[src/rtl/game_pkg.sv]
// Shared game definitions: game-state encodings, playfield and brick geometry.
package game_pkg;

    localparam logic [2:0] mainMenu  = 3'd0;
    localparam logic [2:0] level1    = 3'd1;
    localparam logic [2:0] endScreen = 3'd2;

    localparam int SCREEN_W_PX = 160;
    localparam int SCREEN_H_PX = 120;
    localparam int PADDLE_Y_PX = 110;
    localparam int PADDLE_W_PX = 24;
    localparam int BRICK_Y0_PX = 16;

    localparam int BRICK_W     = 16;
    localparam int BRICK_H     = 8;
    localparam int BRICK_COLS  = 10;
    localparam int BRICK_ROWS  = 4;
    localparam int BRICK_COUNT = 40;

    typedef enum logic [1:0] {
        CTRL_IDLE,
        CTRL_ARMED,
        CTRL_CLEARED
    } ctrl_state_e;

    function automatic logic [5:0] brick_bit(input logic [1:0] row, input logic [3:0] col);
        return ({4'b0, row} * 6'(BRICK_COLS)) + {2'b0, col};
    endfunction

endpackage

[src/rtl/brick_index.sv]
// Maps a pixel position to its brick cell; shared with the renderer.
module brick_index
    import game_pkg::*;
#(
    parameter int SCREEN_W = SCREEN_W_PX,
    parameter int BRICK_Y0 = BRICK_Y0_PX
) (
    input  logic [7:0] i_ball_x,
    input  logic [7:0] i_ball_y,
    output logic       o_valid,
    output logic [1:0] o_row,
    output logic [3:0] o_col,
    output logic [5:0] o_bit
);

    localparam logic [7:0] Y_LO = 8'(BRICK_Y0);
    localparam logic [8:0] Y_HI = 9'(BRICK_Y0 + BRICK_ROWS * BRICK_H);
    localparam logic [7:0] X_HI = 8'(SCREEN_W);

    logic [7:0] w_dy;

    always_comb begin
        w_dy    = i_ball_y - Y_LO;
        o_valid = (i_ball_y >= Y_LO) && ({1'b0, i_ball_y} < Y_HI) && (i_ball_x < X_HI);
        o_row   = 2'(w_dy >> 3);
        o_col   = i_ball_x[7:4];
        // Out-of-field positions map to bit 0 so the index never leaves the map.
        o_bit   = o_valid ? brick_bit(o_row, o_col) : 6'd0;
    end

endmodule

[src/rtl/collision_unit.sv]
// Per-tick wall/paddle/brick collision detector; owns the brick map and score.
module collision_unit
    import game_pkg::*;
#(
    parameter int SCREEN_W = SCREEN_W_PX,
    parameter int SCREEN_H = SCREEN_H_PX,
    parameter int PADDLE_Y = PADDLE_Y_PX,
    parameter int PADDLE_W = PADDLE_W_PX,
    parameter int BRICK_Y0 = BRICK_Y0_PX
) (
    input  logic        clock,
    input  logic        reset,
    input  logic [2:0]  state,
    input  logic        tick,
    input  logic [7:0]  ballX,
    input  logic [7:0]  ballY,
    input  logic [7:0]  paddleX,
    output logic        cX,
    output logic        cY,
    output logic        cBrickX,
    output logic        cBrickY,
    output logic        miss,
    output logic [39:0] brickMap,
    output logic [7:0]  score,
    output logic [5:0]  bricksLeft,
    output logic        levelClear
);

    localparam logic [7:0] X_RIGHT   = 8'(SCREEN_W - 1);
    localparam logic [7:0] Y_BOTTOM  = 8'(SCREEN_H - 1);
    localparam logic [7:0] PAD_ROW   = 8'(PADDLE_Y);
    localparam logic [8:0] PAD_WIDTH = 9'(PADDLE_W);
    localparam logic [5:0] ALL_LEFT  = 6'(BRICK_COUNT);

    ctrl_state_e r_ctrl, r_ctrl_next;

    logic        r_cx, r_cy, r_cbx, r_cby, r_miss;
    logic [39:0] r_brick_map;
    logic [7:0]  r_score;
    logic [5:0]  r_bricks_left;
    logic        r_level_clear;
    logic [3:0]  r_prev_col;

    logic        w_valid;
    logic [1:0]  w_row;
    logic [3:0]  w_col;
    logic [5:0]  w_bit;
    logic [9:0]  w_row_bits;
    logic        w_in_level, w_load, w_check, w_hit, w_on_paddle;
    logic [8:0]  w_paddle_end;

    brick_index #(
        .SCREEN_W (SCREEN_W),
        .BRICK_Y0 (BRICK_Y0)
    ) u_brick_index (
        .i_ball_x (ballX),
        .i_ball_y (ballY),
        .o_valid  (w_valid),
        .o_row    (w_row),
        .o_col    (w_col),
        .o_bit    (w_bit)
    );

    always_comb begin
        w_in_level   = (state == level1);
        w_load       = (r_ctrl == CTRL_IDLE) && w_in_level;
        w_check      = (r_ctrl == CTRL_ARMED) && w_in_level && tick;
        w_row_bits   = r_brick_map[brick_bit(w_row, 4'd0) +: 10];
        w_hit        = w_check && w_valid && w_row_bits[w_col];
        w_paddle_end = {1'b0, paddleX} + PAD_WIDTH;
        w_on_paddle  = (ballY == PAD_ROW) && (ballX >= paddleX) && ({1'b0, ballX} < w_paddle_end);
    end

    always_comb begin
        r_ctrl_next = r_ctrl;
        case (r_ctrl)
            CTRL_IDLE:    if (w_in_level) r_ctrl_next = CTRL_ARMED;
            CTRL_ARMED: begin
                if (!w_in_level)
                    r_ctrl_next = CTRL_IDLE;
                else if (r_bricks_left == 6'd0 || (w_hit && r_bricks_left == 6'd1))
                    r_ctrl_next = CTRL_CLEARED;
            end
            CTRL_CLEARED: if (!w_in_level) r_ctrl_next = CTRL_IDLE;
            default:      r_ctrl_next = CTRL_IDLE;
        endcase
    end

    always_ff @(posedge clock) begin
        if (reset) begin
            r_ctrl        <= CTRL_IDLE;
            r_cx          <= 1'b0;
            r_cy          <= 1'b0;
            r_cbx         <= 1'b0;
            r_cby         <= 1'b0;
            r_miss        <= 1'b0;
            r_brick_map   <= '1;
            r_score       <= 8'd0;
            r_bricks_left <= ALL_LEFT;
            r_level_clear <= 1'b0;
            r_prev_col    <= 4'd0;
        end else begin
            r_ctrl <= r_ctrl_next;
            r_cx   <= w_check && (ballX == 8'd0 || ballX >= X_RIGHT);
            r_cy   <= w_check && (ballY == 8'd0 || w_on_paddle);
            r_miss <= w_check && (ballY >= Y_BOTTOM);
            // Same column as last tick means the ball entered through a top/bottom face.
            r_cby  <= w_hit && (r_prev_col == w_col);
            r_cbx  <= w_hit && (r_prev_col != w_col);
            if (tick)
                r_prev_col <= ballX[7:4];
            if (w_load) begin
                r_brick_map   <= '1;
                r_bricks_left <= ALL_LEFT;
                r_score       <= 8'd0;
                r_level_clear <= 1'b0;
            end else if (w_hit) begin
                r_brick_map[w_bit] <= 1'b0;
                r_bricks_left      <= r_bricks_left - 6'd1;
                if (r_score != 8'hFF)
                    r_score <= r_score + 8'd1;
                if (r_bricks_left == 6'd1)
                    r_level_clear <= 1'b1;
            end
        end
    end

    assign cX         = r_cx;
    assign cY         = r_cy;
    assign cBrickX    = r_cbx;
    assign cBrickY    = r_cby;
    assign miss       = r_miss;
    assign brickMap   = r_brick_map;
    assign score      = r_score;
    assign bricksLeft = r_bricks_left;
    assign levelClear = r_level_clear;

endmodule

[config.mk]
export PLATFORM = sky130hd
export DESIGN_NAME = collision_unit
export DESIGN_NICKNAME = d
export VERILOG_FILES = /design/src/rtl/game_pkg.sv /design/src/rtl/brick_index.sv /design/src/rtl/collision_unit.sv
export SDC_FILE = /design/constraint.sdc
export NUM_CORES = 1
export LEC_CHECK = 0
export BUFFER_PORTS_ARGS = -buffer_cell sky130_fd_sc_hd__buf_2
export CORE_MARGIN = 2
export CORE_UTILIZATION = 45
export DETAILED_ROUTE_END_ITERATION = 6
export HOLD_SLACK_MARGIN = 0.02
export MAX_ROUTING_LAYER = met4
export PLACE_DENSITY = 0.7
export SYNTH_ARGS = -nofsm -noshare
export SYNTH_HDL_FRONTEND = slang
export SYNTH_SLANG_ARGS = --single-unit
[constraint.sdc]
create_clock -name clock -period 3.7 [get_ports clock]
set_input_delay 1.11 -clock clock [delete_from_list [all_inputs] [get_ports clock]]
set_output_delay 1.11 -clock clock [all_outputs]
set_load 0.005 [all_outputs]
==> flow_summary.yaml <==
cts:
  cts_tree: "built"
  htreeDepth: 3
  clk_latency_ns: 0.34
  post_cts_buffers: 0
  clockBufferDepth: 2
  cts.sinks: 66
  numCtsBuffers: 9
  clockRootBuffer: "clkbuf_8"
  postCtsHoldBufs: 0
  clkTransAtPathRegs_ns: 0.07
  cts_resized: 0
synthesis:
  ys_ff_latch: 66
  synth_top_flop_cell: "dfxtp_1"
  synth_cells: 404
  synthTopCellsByArea: "dfxtp_1 38%, a21oi_1 7.4%, nor2_1 7.4%"
  avgSynthCellArea_um2: 8.696
  synth_cell_types: 55
  synth_top_area_frac: 0.3761
  ys_warn_count: 0
  synth.largest_area_cell: "dfxtp_1"
  synthArstFlopShare: 0
  syn_nets: 455
  synth_enable_flop_cells: 0
  yosysSeqAreaShare: 0.3761
  syn_area_mm2: 0.003513
route:
  met1_length_um: 4457
  drtAntennaViolNets: 0
  maxUsedRoutingLayer: "met4"
  vias_per_cell: 5.486
  wl_met2_um: 4320
  vias: 3341
  drcViolationCount: 0
  wire_per_inst_um: 15.62
  dr_wl_met3_um: 572
  routed_wl_um: 9514
  first_pass_iters: 4
  drtIter0Drc: 151
place:
  hpwl_um: 7101
  port_buffers: 89
  dpl.cell_count: 593
  placed_area_mm2: 0.004114
  gp_congestion: 0.9372
min_path:
  hold_class: "register to register"
finish:
  antenna_cells: 0
  drive_gt1_frac: 0.2781
  final_util: 0.5646
  stdcell_count: 609
  final_common_cell: "buf_2"
  layout.nets: 553
  final_cell_mix: "89 x buf_2, 69 x nor2_1, 66 x dfxtp_1"
  syn_to_final_growth_pct: 22.90
  stdcell_area_mm2: 0.004318
timing:
  fin_crit_ns: 3.300
  grt_setup_unrepaired: "false"
  fin_crit_sh: 0.8918
  max_freq_mhz: 303.0
  skew_ns: 0.004155
  slew_headroom: 0.5781
  hold_violations: 0
  worst_slew_pin_slew_ns: 0.6329
  finalSetupTns_ns: 0
  finalSetupViolations: 0
  final_max_slew_viol_count: 0
  holdWs_ns: 0.4764
setup_path:
  critPathBufInv: 1
  max_stage_delay_ns: 0.64
  slowest_stage: "a2111oi_4"
  worstSetupPathType: "primary input to register"
  cp-start-kind: "primary input"
  cp_top_family: "compound AO/OA/AOI/OAI gates"
  crit_path_cell_trace: "buf_2, mux2i_1, a311o_1, or4_4, nand4_4, nand2_4, a2111oi_4, a21oi_1"
  crit_path_end_kind: "register"
  worstPathRequired_ns: 3.91
  worstPathMaxFanout: 11
  arrival_ns: 3.51
floorplan:
  core_mm2: 0.007647
  die_x_um: 92.36
  ioPinCount: 90
  fp.dieH_um: 92.36
  initial_core_util: 0.4594
  die_area_mm2: 0.008530
  rows: 32
power:
  power_frac_seq: 0.471
  switching_share: 0.2569
  leakagePower_nw: 1.769
  combPwrFrac: 0.118
  irDropWorstVdd_mv: 0.2069
  power.density_mw_per_mm2: 351.5
  clkPwrFrac: 0.411
  internal_power_mw: 1.128
  p_sw_mw: 0.3899
outcome:
  run_status: "complete, no violations"
global_routing:
  grt_pass1_wl_um: 15150
  grtUsageTotal: 0.2306
  antenna_found_initial: 0
  overflow: 0
  grt_max_degree: 40
  grt_pass1_vias: 3051
flow_run:
  drv_cap: 0
-- kinds of logic (layout without fill, tap and decap cells) --
logic type / after synthesis / in the layout / synth area share
AOI/OAI and AO/OA: 91 / 91 / 0.1588
xor gates and xnor gates: 15 / 15 / 0.03739
adders and majority gates: 21 / 21 / 0.07692
buffers and inverters: 34 / 137 / 0.04238
DFF: 66 / 66 / 0.3761
muxes: 17 / 17 / 0.07336
and+or+nand+nor: 160 / 160 / 0.2351
-- tightest hold or removal path, delay by kind of cell, from the launching register on --
family	cells	cell delay (ns)
compound gates	1	0.05
flops	1	0.32
simple gates	1	0.06
-- per-stage QoR --
stage	total power [mW]	setup slack, ns
6_report	1.518	0.4002
5_1_grt	1.585	0.2725
4_1_cts	1.524	0.4149
3_5_place_dp	0.9093	0.04554
3_3_place_gp	0.9030	0.1223
2_1_floorplan	0.8558	0.5079
-- state kept, by name, indices dropped and copies added (netlist names), 2 cells and up --
signal / cells
bricksLeft: 6
r_ctrl: 2
brickMap: 40
r_prev_col: 4
score: 8
-- layer usage --
layer | GRT usage | vias to the layer above
li1 | - | 1647
met1 | 0.3118 | 1562
met2 | 0.3388 | 117
met3 | 0.05207 | 15
met4 | 0.08582 | 0
met5 | - | -
-- cell usage after synthesis, types with 2 or more instances --
library cell / number
dfxtp_1: 66
buf_2: 2
mux2i_1: 10
a31oi_1: 7
a21oi_1: 52
nand2_1: 14
nor2_1: 69
inv_1: 17
and3_1: 6
nor3_1: 16
nor4bb_1: 2
or2_2: 3
a41oi_1: 2
or4b_2: 2
nand4_1: 5
mux4_2: 7
o21a_1: 4
nor3_2: 3
xor2_1: 11
nand3_1: 12
clkbuf_1: 10
nor4b_1: 2
a21o_1: 4
ha_1: 20
xnor2_1: 4
or3_1: 4
nor2b_1: 4
a211oi_1: 3
buf_1: 3
nand2b_1: 6
nor4_1: 3
o21ai_0: 8
-- power by group through the flow --
stage | registers, mW | clock network, mW | logic (mW)
6_report | 0.715 | 0.624 | 0.179
5_1_grt | 0.715 | 0.668 | 0.201
4_1_cts | 0.715 | 0.630 | 0.179
3_5_place_dp | 0.731 | 0 | 0.178
3_3_place_gp | 0.731 | 0 | 0.172
2_1_floorplan | 0.731 | 0 | 0.125
-- cell type report --
cell class / count / area [um^2]
clock buffers: 11 / 151.4
well taps: 102 / 127.6
multi-input cells: 304 / 2043
repair buffers: 104 / 558.0
flip-flops and latches: 66 / 1321
inverters: 17 / 63.81
clock inverters: 5 / 52.55
fillers: 698 / 3329
-- path summary, 6_finish.rpt --
check | cells past startpoint | slack (ns) | endpoint | startpoint
hold reg to reg | 2 | 0.48 | r_ctrl[1]$_SDFFE_PP0P_ | r_ctrl[1]$_SDFFE_PP0P_
setup reg to reg | 7 | 1.09 | brickMap[34]$_SDFFE_PP1P_ | brickMap[34]$_SDFFE_PP1P_
setup / recovery | 8 | 0.40 | brickMap[34]$_SDFFE_PP1P_ | ballY[3]
hold / removal | 2 | 0.48 | r_ctrl[1]$_SDFFE_PP0P_ | r_ctrl[1]$_SDFFE_PP0P_
Power figures use the tool's default switching activity.
